### config.mk
export PLATFORM = sky130hd
export DESIGN_NAME = coeff_load_ctrl
export DESIGN_NICKNAME = d
export VERILOG_FILES = /design/src/rtl/coeff_load_ctrl_pkg.sv /design/src/rtl/coeff_load_ctrl.sv
export SDC_FILE = /design/constraint.sdc
export NUM_CORES = 1
export LEC_CHECK = 0
export CORE_MARGIN = 10
export CORE_UTILIZATION = 41
export DETAILED_ROUTE_END_ITERATION = 8
export PLACE_DENSITY = 0.76
export SLEW_MARGIN = 20
export SYNTH_ARGS = -nofsm -noshare
export SYNTH_HDL_FRONTEND = slang
export SYNTH_SLANG_ARGS = --single-unit
### constraint.sdc
create_clock -name iClk -period 1.9 [get_ports iClk]
set_clock_uncertainty 0.05 [all_clocks]
set_input_delay 0.475 -clock iClk [delete_from_list [all_inputs] [get_ports iClk]]
set_output_delay 0.475 -clock iClk [all_outputs]
set_load 0.005 [all_outputs]
### src/rtl/coeff_load_ctrl_pkg.sv
// Shared constants, state encoding and count helper for the coefficient load controller.
package coeff_load_ctrl_pkg;

    localparam int DATA_W    = 16;
    localparam int ADDR_W    = 6;
    localparam int MAX_COEFF = 64;
    localparam int CNT_W     = 7;

    typedef enum logic [1:0] {
        ST_IDLE  = 2'd0,
        ST_WAIT  = 2'd1,
        ST_WRITE = 2'd2,
        ST_DONE  = 2'd3
    } state_e;

    // Requests larger than the coefficient memory are trimmed to its size.
    function automatic logic [CNT_W-1:0] clamp_count(input logic [CNT_W-1:0] n);
        logic [CNT_W-1:0] res;
        if (n > CNT_W'(MAX_COEFF)) begin
            res = CNT_W'(MAX_COEFF);
        end else begin
            res = n;
        end
        return res;
    endfunction

endpackage

### src/rtl/coeff_load_ctrl.sv
// Coefficient load controller: takes a counted burst of coefficients over a
// valid/ready handshake and writes them to ascending flat bank addresses.
module coeff_load_ctrl #(
    parameter int DATA_W = coeff_load_ctrl_pkg::DATA_W,
    parameter int ADDR_W = coeff_load_ctrl_pkg::ADDR_W
) (
    input  logic                                iClk,
    input  logic                                iRsn,
    input  logic                                iStart,
    input  logic [coeff_load_ctrl_pkg::CNT_W-1:0] iNumCoeff,
    input  logic                                iCoeffValid,
    input  logic [DATA_W-1:0]                   iCoeff,
    output logic                                oCoeffReady,
    output logic                                oCsn,
    output logic                                oWrn,
    output logic [ADDR_W-1:0]                   oAddr,
    output logic [DATA_W-1:0]                   oWrDt,
    output logic                                oBusy,
    output logic                                oDone
);

    import coeff_load_ctrl_pkg::*;

    localparam logic [ADDR_W-1:0] ADDR_MAX = ADDR_W'(MAX_COEFF - 1);

    state_e             state_q, state_d;
    logic [CNT_W-1:0]   cnt_q, cnt_d;
    logic [ADDR_W-1:0]  addr_q, addr_d;
    logic [DATA_W-1:0]  wr_dt_q, wr_dt_d;
    logic               ready_q, ready_d;
    logic               csn_q, csn_d;
    logic               busy_q, busy_d;
    logic               done_q, done_d;
    logic               hs_s;
    logic               last_s;
    logic [CNT_W-1:0]   start_cnt_s;

    assign hs_s        = (state_q == ST_WAIT) & iCoeffValid;
    assign start_cnt_s = clamp_count(iNumCoeff);
    // The top-address term keeps the counter from ever wrapping.
    assign last_s      = (CNT_W'(addr_q) == (cnt_q - 7'd1)) | (addr_q == ADDR_MAX);

    // Next-state, counter and data-capture logic.
    always_comb begin
        state_d = state_q;
        cnt_d   = cnt_q;
        addr_d  = addr_q;
        wr_dt_d = wr_dt_q;
        case (state_q)
            ST_IDLE: begin
                if (iStart) begin
                    cnt_d  = start_cnt_s;
                    addr_d = '0;
                    if (start_cnt_s == 7'd0) begin
                        state_d = ST_DONE;
                    end else begin
                        state_d = ST_WAIT;
                    end
                end else begin
                    state_d = ST_IDLE;
                end
            end
            ST_WAIT: begin
                if (hs_s) begin
                    wr_dt_d = iCoeff;
                    state_d = ST_WRITE;
                end else begin
                    state_d = ST_WAIT;
                end
            end
            ST_WRITE: begin
                if (last_s) begin
                    state_d = ST_DONE;
                end else begin
                    addr_d  = addr_q + 6'd1;
                    state_d = ST_WAIT;
                end
            end
            ST_DONE: begin
                state_d = ST_IDLE;
            end
            default: begin
                state_d = ST_IDLE;
            end
        endcase
    end

    // Outputs are decoded from the next state so they line up with it once registered.
    always_comb begin
        ready_d = 1'b0;
        csn_d   = 1'b1;
        busy_d  = 1'b0;
        done_d  = 1'b0;
        case (state_d)
            ST_IDLE: begin
                busy_d = 1'b0;
            end
            ST_WAIT: begin
                ready_d = 1'b1;
                busy_d  = 1'b1;
            end
            ST_WRITE: begin
                csn_d  = 1'b0;
                busy_d = 1'b1;
            end
            ST_DONE: begin
                done_d = 1'b1;
                busy_d = 1'b1;
            end
            default: begin
                busy_d = 1'b0;
            end
        endcase
    end

    // State and output registers with synchronous reset.
    always_ff @(posedge iClk) begin
        if (!iRsn) begin
            state_q <= ST_IDLE;
            cnt_q   <= 7'd0;
            addr_q  <= '0;
            wr_dt_q <= '0;
            ready_q <= 1'b0;
            csn_q   <= 1'b1;
            busy_q  <= 1'b0;
            done_q  <= 1'b0;
        end else begin
            state_q <= state_d;
            cnt_q   <= cnt_d;
            addr_q  <= addr_d;
            wr_dt_q <= wr_dt_d;
            ready_q <= ready_d;
            csn_q   <= csn_d;
            busy_q  <= busy_d;
            done_q  <= done_d;
        end
    end

    // Chip select and write enable share one register so they can never differ.
    assign oCoeffReady = ready_q;
    assign oCsn        = csn_q;
    assign oWrn        = csn_q;
    assign oAddr       = addr_q;
    assign oWrDt       = wr_dt_q;
    assign oBusy       = busy_q;
    assign oDone       = done_q;

endmodule

==> flow_summary_export.csv <==
group,metric,value,unit
power_and_ir_drop,peakVddDrop,0.000499,V
floorplan,die_w,82.6,um
synth,synth_top_area_share,43.6,%
power_and_ir_drop,share_seq_of_total_power,45.3,%
setup_path,path_max_fanout,3,
sta,tightest_slew,0.330,ns
floorplan,rows,22,
synth,synth-seq-area-share,43.6,%
cells_and_area,drive_above_1_share,18.1,%
synth,synth.area.mux_share,0,%
power_and_ir_drop,p_int,1.34,mW
cts,htreeDepth,2,
placed_design,dpl_cell_area,2280,sq um
synth,synth_area_leaders,"dfxtp_1 44%, nand2_1 9.3%, a21boi_0 7.0%",
global_routing,grt_max_degree,17,
synth,postSynthNetCount,221,
floorplan,die_area,6830,sq um
sta,max_freq,484,MHz
floorplan,initial_utilization,43.3,%
floorplan,ios,54,
placed_design,numPlacedInstances,297,
synth,syn_inst,192,
routing,avgRoutedWirePerCell,13.8,um
setup_path,criticalPathCategory,"flip-flop to flip-flop",
cts,clock_latency,0.28,ns
cells_and_area,multiInputGateArea,877,sq um
cells_and_area,layout.cells.non_filler,308,
cells_and_area,final_cell_mix,"53 x clkdlybuf4s50_1, 40 x nand2_1, 32 x dfxtp_1",
sta,slew-limit-headroom,77.9,%
cts,clk_pin_slew,0.07,ns
placed_design,portBuffers,53,
routing,ant_nets,0,
setup_path,critPathSlowestCell,"a221o_2",
setup_path,end_kind,"flip-flop",
sta,slew_violations,0,
cells_and_area,fill_cells,349,
cts,ctsLongestPathBuffers,2,
floorplan,die_h,82.6,um
cells_and_area,n_antenna_cell,0,
synth,synth-seq-cells,35,
synth,synth_warnings,0,
synth,synth_top_family_by_area,"simple AND/OR/NAND/NOR gates",
synth,synth_flop_cell,"dfxtp_1",
power_and_ir_drop,p_clk_share,39.8,%
synth,avgSynthCellArea,8.37,sq um
power_and_ir_drop,pwr-share-comb,15.0,%
cts,root_buffer,"clkbuf_8",
routing,via_per_inst,4.85,
cts,cts_tree,"done",
placed_design,post-place-ws,-0.301,ns
global_routing,antenna_found_initial,0,
worst_hold_path,min_path_type,"flip-flop to flip-flop",
synth,synth_cell_types,36,
run,maxCapViolations,0,
sta,finalSetupViolCount,10,
setup_path,path_cells,"inv_2, ha_4, nor4b_4, a21o_2, and4b_1, a32o_2, a221o_2, buf_6, and2_4",
power_and_ir_drop,power.density,701,nW/um^2
cells_and_area,syn_to_final_growth,53.4,%
cells_and_area,finalNetCount,288,
global_routing,grt_pass1_vias,1608,
sta,rsz0062_at_grt,"yes",
synth,synth_edf_count,0,
setup_path,crit_arrival,2.20,ns
global_routing,grt_pass1_wl,7.20,mm
sta,hold_viol,0,
setup_path,critPathRequiredTime,2.03,ns
sta,fin_worst_hold_slack,0.408,ns
power_and_ir_drop,switching_share,22.5,%
cts,cts_sinks,35,
cells_and_area,final_cell_area,2470,sq um
status,outcome,"complete, but fails checks",
placed_design,dpl.hpwl,3.27,mm
placed_design,place_congestion,0.775,
cts,cts_buffers,5,
global_routing,grt_overflow,0,
sta,post-route-min-period,2.07,ns
power_and_ir_drop,cellLeakagePower,0.921,nW
cells_and_area,final-seq-area,704,sq um
routing,via_count,1495,
synth,synth_top_area_cell,"dfxtp_1",
status,violations,"setup timing",
synth,synth_xor_area_share,4.90,%
setup_path,startpoint_type,"flip-flop",
routing,drc_errors,0,
sta,timing.final.ws_setup,-0.166,ns
global_routing,grt_use_total,13.4,%
synth,synthSimpleGateAreaFrac,28.9,%
power_and_ir_drop,switching_power,0.389,mW
synth,netlist_area,1610,sq um
sta,period_share,109,%
routing,drtIter0Drc,47,
power_and_ir_drop,total_power,1.73,mW
routing,drtPass1Iterations,4,
floorplan,core_area,3720,sq um
synth,synthArstFlopShare,0,%
synth,yosys.area_share.adder,1.56,%
synth,synth_compound_area_share,16.1,%
routing,wirelength,4.24,mm
setup_path,max_stage_delay,0.36,ns
cells_and_area,mostFrequentLayoutCell,"clkdlybuf4s50_1",
cell type report:
class | instances | area share (%)
timing repair buffer | 71 | 27.6
multi-input combinational | 139 | 35.6
clock inverter | 2 | 1.42
clock buffer | 6 | 3.35
inverter | 7 | 1.07
sequential | 35 | 28.6
tap | 48 | 2.44
worst paths after layout:
| kind | startpoint | end | slack (ns) | cells after the start |
|---|---|---|---|---|
| min reg2reg | cnt_q[6]$_SDFFE_PN0P_ | cnt_q[6]$_SDFFE_PN0P_ | 0.41 | 2 |
| max | cnt_q[0]$_SDFFE_PN0P_ | state_q[1]$_SDFF_PN0_ | -0.17 | 9 |
| max reg2reg | cnt_q[0]$_SDFFE_PN0P_ | state_q[1]$_SDFF_PN0_ | -0.17 | 9 |
| min | cnt_q[6]$_SDFFE_PN0P_ | cnt_q[6]$_SDFFE_PN0P_ | 0.41 | 2 |
cell usage after synthesis (2+ instances only):
cell      instances
dfxtp_1          35
nor2_1            7
clkbuf_1          9
or3b_1            2
a21boi_0         15
or3_1             3
nor2b_1           7
nand2_1          40
ha_1              2
and2_1            2
xor2_1            2
nor3_1            2
xnor2_1           7
or2_2             2
nand3_1           5
inv_1             7
nor3b_1           7
a21oi_1          14
o21ai_0           5
nand4_1           3
through the flow:
| stage | utilization [%] | setup TNS (ns) |
|---|---|---|
| CTS | 66.1 | -0.938 |
| global route | 66.4 | -1.98 |
| detailed placement | 61.4 | -1.40 |
| floorplan | - | -0.0285 |
| global placement | 61.4 | -1.25 |
| finish | 66.4 | -0.977 |
power groups by stage:
| stage | clock network, mW | registers [mW] | logic (mW) |
|---|---|---|---|
| final | 0.688 | 0.783 | 0.259 |
| after detailed placement | 0 | 0.800 | 0.252 |
| after global placement | 0 | 0.798 | 0.249 |
| after floorplan | 0 | 0.798 | 0.121 |
| after CTS | 0.706 | 0.783 | 0.259 |
| after global routing | 0.738 | 0.787 | 0.289 |
what timing repair did:
item,4_1_cts,5_1_grt
gates resized for setup,12,4
endpoints found under the setup margin,11,10
hold buffers,0,0
pin swaps,6,7
setup buffers,3,0
worst max-delay path: cells and delay by family, from the launching register on:
kind	cells	cell delay, ns
buffers and inverters	2	0.18
adders and majority gates	1	0.15
AOI/OAI and AO/OA	3	0.80
and+or+nand+nor	3	0.43
DFF	1	0.35
kinds of logic after synthesis:
kind of cell | count (synthesis)
compound gates | 40
buf+inv | 18
xor+xnor | 9
fa+ha+maj | 2
flops | 35
simple gates | 88
metal layers:
metal	vias to the layer above	global-route usage, %	share of wire, %
met5	-	0	0
met4	0	4.85	1.1
met3	5	8.75	14
met2	51	22.1	46
met1	662	13.5	39
li1	777	-	-
registers in the layout (all words and copies together), names as in the netlist:
| signal | count |
|---|---|
| oWrDt | 16 |
| cnt_q | 7 |
| oAddr | 6 |
| state_q | 2 |
| oBusy | 1 |
| oCoeffReady | 1 |
| oCsn | 1 |
| oDone | 1 |
(Power assumes the default switching activity.)
==> edit 1, RTL diff (same flow settings) <==
Encoding of `state_e`: now Gray code (2 bits for 4 states).
--- a/src/rtl/coeff_load_ctrl_pkg.sv
+++ b/src/rtl/coeff_load_ctrl_pkg.sv
@@ -7,10 +7,10 @@
     localparam int CNT_W     = 7;
 
     typedef enum logic [1:0] {
-        ST_IDLE  = 2'd0,
-        ST_WAIT  = 2'd1,
-        ST_WRITE = 2'd2,
-        ST_DONE  = 2'd3
+        ST_IDLE  = 2'b00,
+        ST_WAIT  = 2'b01,
+        ST_WRITE = 2'b11,
+        ST_DONE  = 2'b10
     } state_e;
 
     // Requests larger than the coefficient memory are trimmed to its size.
Behaviour: same outputs for any inputs over 10 cycles, from zero or initial values; not proved beyond that.
==> edit 1 against the original RTL <==
- final cell count stayed put
- critical path type unchanged
- critical endpoint is now oAddr[2]
- routed wire length barely moved
- combinational power rose by 7%
- total power is 0.17% lower
- the run still ends with negative setup slack left
- die area down 2.0%
- cell area increased by 0.35%
- non-clock buffer count increased by 6
- largest power group unchanged
- sequential cell count did not move
- area after synthesis decreased by 2.6%
- worst setup slack improved by 0.10 ns
==> edit 1: results (changes against the original RTL) <==
| Metric | Value |
|---|---|
| Failing checks | negative setup slack |
| Global-route wire length before repair | 7250 microns (+0.67%) |
| CP max-delay cell | or4b_1 |
| Worst IR Drop VDD | 0.413 mV (-17%) |
| Overall routing resource usage | 13.7% (+0.29 points) |
| Worst Path Arrival | 2.13 ns (-0.07 ns) |
| Area contributors post-synth | dfxtp_1 (45%), a21boi_0 (12%), nand2_1 (11%) |
| Final Setup Violations | 6 (-4) |
| Vias/cell | 4.91 (+1.2%) |
| Post-synthesis adder-cell area fraction | 1.60% (+0.042 points) |
| Pin count of the biggest net entering global routing | 18 (+1) |
| Worst-Margin Slew | 0.379 ns (+0.0484 ns) |
| Drt wl/cell | 13.8 microns (about the same) |
| Cell variety after synth | 32 (-11%) |
| Top delay family on crit path | simple AND/OR/NAND/NOR gates |
| XOR/XNOR Fraction of Synth Area | 5.04% (+0.13 points) |
| Vias in the first global route | 1,569 (-2.4%) |
| Worst-path maximum fanout | 6 (+3) |
| Syn_nets | 213 (-3.6%) |
| Layout cell share with drive strength beyond 1 | 17.3% (-0.77 points) |
| Pleak | 0.000900 uW (-2.2%) |
| HPWL Detailed | 3230 microns (-1.3%) |
| Compound-Gate Fraction of Synth Area | 19.3% (+3.2 points) |
| Final GP Congestion | 0.733 (-5.5%) |
| Largest stage delay, worst path | 0.45 ns (+0.09 ns) |
| Placed cell areas | 2280 sq um (-0.11%) |
| Setup WS post-layout | -0.0654 ns (+0.101 ns) |
| Status | finished, violations left |
| Iteration-0 DRC Markers | 80 (+70%) |
| Register area share after synthesis | 44.8% (+1.2 points) |
| Post-synth top cells | nand2_1 (44), dfxtp_1 (35), a21boi_0 (25), clkbuf_1 (8) |
-- edit 1: routing by layer --
layer	share of wire (%)	global-route usage, %
met1	40	13.7
met5	0	0
met4	0.80	3.57
met3	12	8.52
met2	47	23.6
-- edit 1: cell families after synthesis --
logic type / count (synthesis)
and+or+nand+nor: 81
AOI/OAI and AO/OA: 44
xor gates and xnor gates: 9
adders and majority gates: 2
buffers and inverters: 13
DFF: 35
-- edit 1: what timing repair did --
action	in CTS	in global routing
cloned	1	0
setup endpoints to repair	9	9
buffers inserted	3	0
gates resized for setup	10	2
pin swaps	10	2
-- edit 1: worst paths after layout --
kind	start	end	slack [ns]	cells past startpoint
max	cnt_q[0]	oAddr[2]	-0.07	8
min	oWrDt[11]	oWrDt[11]	0.41	2
min reg2reg	oWrDt[11]	oWrDt[11]	0.41	2
max reg2reg	cnt_q[0]	oAddr[2]	-0.07	8
-- edit 1: worst min-delay path, delay by kind of cell, from the launching register on --
family | cells | cell delay (ns)
flops | 1 | 0.31
compound gates | 1 | 0.06
simple gates | 1 | 0.04
-- edit 1: power by group --
part,switching [uW],internal [uW],total (uW)
Clock,275,390,665
Combinational,110,168,278
Sequential,20.5,762,783
Total,405,1320,1730
-- edit 1: area by class of cell --
| class | instances | area, sq um |
|---|---|---|
| clock buffers | 5 | 68.8 |
| fillers | 330 | 1210 |
| inverters | 3 | 11.3 |
| well taps | 48 | 60.1 |
| clock inverters | 3 | 43.8 |
| repair buffers | 77 | 714 |
| multi-input cells | 137 | 872 |
| flip-flops and latches | 35 | 704 |
-- edit 1: through the flow --
stage / power (uW) / std cells / worst slack, ns
finish: 1730 / 308 / -0.0654
global route: 1810 / 308 / -0.164
CTS: 1740 / 308 / -0.0939
detailed placement: 1060 / 296 / -0.206
global placement: 1060 / 296 / -0.129
floorplan: 908 / 184 / -0.0370
==> edit 2, RTL diff (same flow settings) <==
Without the edit above. Change the package constant `ADDR_W` from 6 to 5.
--- a/src/rtl/coeff_load_ctrl_pkg.sv
+++ b/src/rtl/coeff_load_ctrl_pkg.sv
@@ -2,7 +2,7 @@
 package coeff_load_ctrl_pkg;
 
     localparam int DATA_W    = 16;
-    localparam int ADDR_W    = 6;
+    localparam int ADDR_W    = 5;
     localparam int MAX_COEFF = 64;
     localparam int CNT_W     = 7;
 
Interface: changed (resized oAddr); port bits go from 54 to 53. The function was not compared with the original's and may differ.
==> edit 2 against the original RTL <==
- the flow still finishes with violations (negative setup slack)
- total power down 7.5%
- sequential share of layout area about the same
- first-iteration DRC count up 6.4%
- count of clock-buffer cells in the layout unchanged
- worst setup slack better by 0.093 ns
- utilization up 3.3 points
- routed wire length down 3.5%
- cell area down 2.8%
- sequential cell count down 1
- area after synthesis down 6.1%
- largest power group unchanged
- highest routed layer unchanged
==> edit 2: results (changes against the original RTL) <==
| Metric | Value |
|---|---|
| Overall routing resource usage | 13.3% (-0.15 points) |
| Dpl ws | -0.135 ns (+0.166 ns) |
| Status | finished, violations left |
| Mux contribution to synthesized area | 0.663% (+0.66 points) |
| XOR/XNOR Fraction of Synth Area | 2.90% (-2.0 points) |
| Iteration-0 DRC Markers | 50 (+6.4%) |
| Area contributors post-synth | dfxtp_1 (45%), nand2_1 (10%), a21oi_1 (7.3%) |
| Pin count of the biggest net entering global routing | 21 (+4) |
| Vias/cell | 4.85 (-0.11%) |
| Met1 WL | 1760 microns (+6.1%) |
| Worst Path Arrival | 2.10 ns (-0.10 ns) |
| Post-synth top cells | nand2_1 (42), dfxtp_1 (34), a21oi_1 (22), nor2_1 (13) |
| M3 GR Usage | 6.24% (-2.5 points) |
| Compound-Gate Fraction of Synth Area | 18.0% (+1.9 points) |
| Cell count after synthesis | 178 (-7.3%) |
| Global-route wire length before repair | 6790 microns (-5.7%) |
| Nets | 280 (-2.8%) |
| Post-synthesis adder-cell area fraction | 2.49% (+0.93 points) |
| Failing checks | negative setup slack |
| IO buf count | 52 (-1.9%) |
| Sw Ratio | 25.1% (+2.6 points) |
| Pleak | 0.000960 uW (+4.2%) |
| Register area share after synthesis | 45.1% (+1.5 points) |
| Placed cell areas | 2190 sq um (-4.2%) |
| Layout cell share with drive strength beyond 1 | 20.3% (+2.2 points) |
| Setup WS post-layout | -0.0739 ns (+0.0926 ns) |
| Worst-Margin Slew | 0.659 ns (+0.328 ns) |
| Worst-path maximum fanout | 8 (+5) |
| Met1 Use GR | 14.9% (+1.4 points) |
| HPWL Detailed | 3120 microns (-4.6%) |
| Final Setup Violations | 4 (-6) |
| Post-CTS Resized | 7 (-5) |
| Cell variety after synth | 41 (+14%) |
| Met2 Wirelength | 1990 microns (+2.6%) |
| Final GP Congestion | 0.770 (-0.61%) |
| Total negative setup slack | -0.104 ns (+0.873 ns) |
| Vias in the first global route | 1,483 (-7.8%) |
[edit 2: cell count changes after synthesis, moves of 4 or more]
cell and change:
a31o_1 +4, nor3b_1 -4, a21boi_0 -15, clkbuf_1 -5, xnor2_1 -4, nor2_1 +6
a21oi_1 +8
[edit 2: final timing paths]
check           start  endpoint  slack [ns]  cells past startpoint
min          oWrDt[5]  oWrDt[5]        0.40                      2
max          cnt_q[1]  oAddr[2]       -0.07                      8
min reg2reg  oWrDt[5]  oWrDt[5]        0.40                      2
max reg2reg  cnt_q[1]  oAddr[2]       -0.07                      8
[edit 2: area by class of cell]
cell class / instances / area, sq um
inverters: 4 / 15.0
fillers: 291 / 1040
repair buffers: 71 / 667
well taps: 46 / 57.6
clock inverters: 2 / 12.5
flip-flops and latches: 34 / 684
multi-input cells: 134 / 878
clock buffers: 6 / 82.6
[edit 2: power by group through the flow]
stage	logic [uW]	clock network (uW)	registers [uW]
floorplan	104	0	781
global placement	254	0	777
detailed placement	257	0	779
CTS	273	565	763
global route	312	600	768
finish	283	553	764
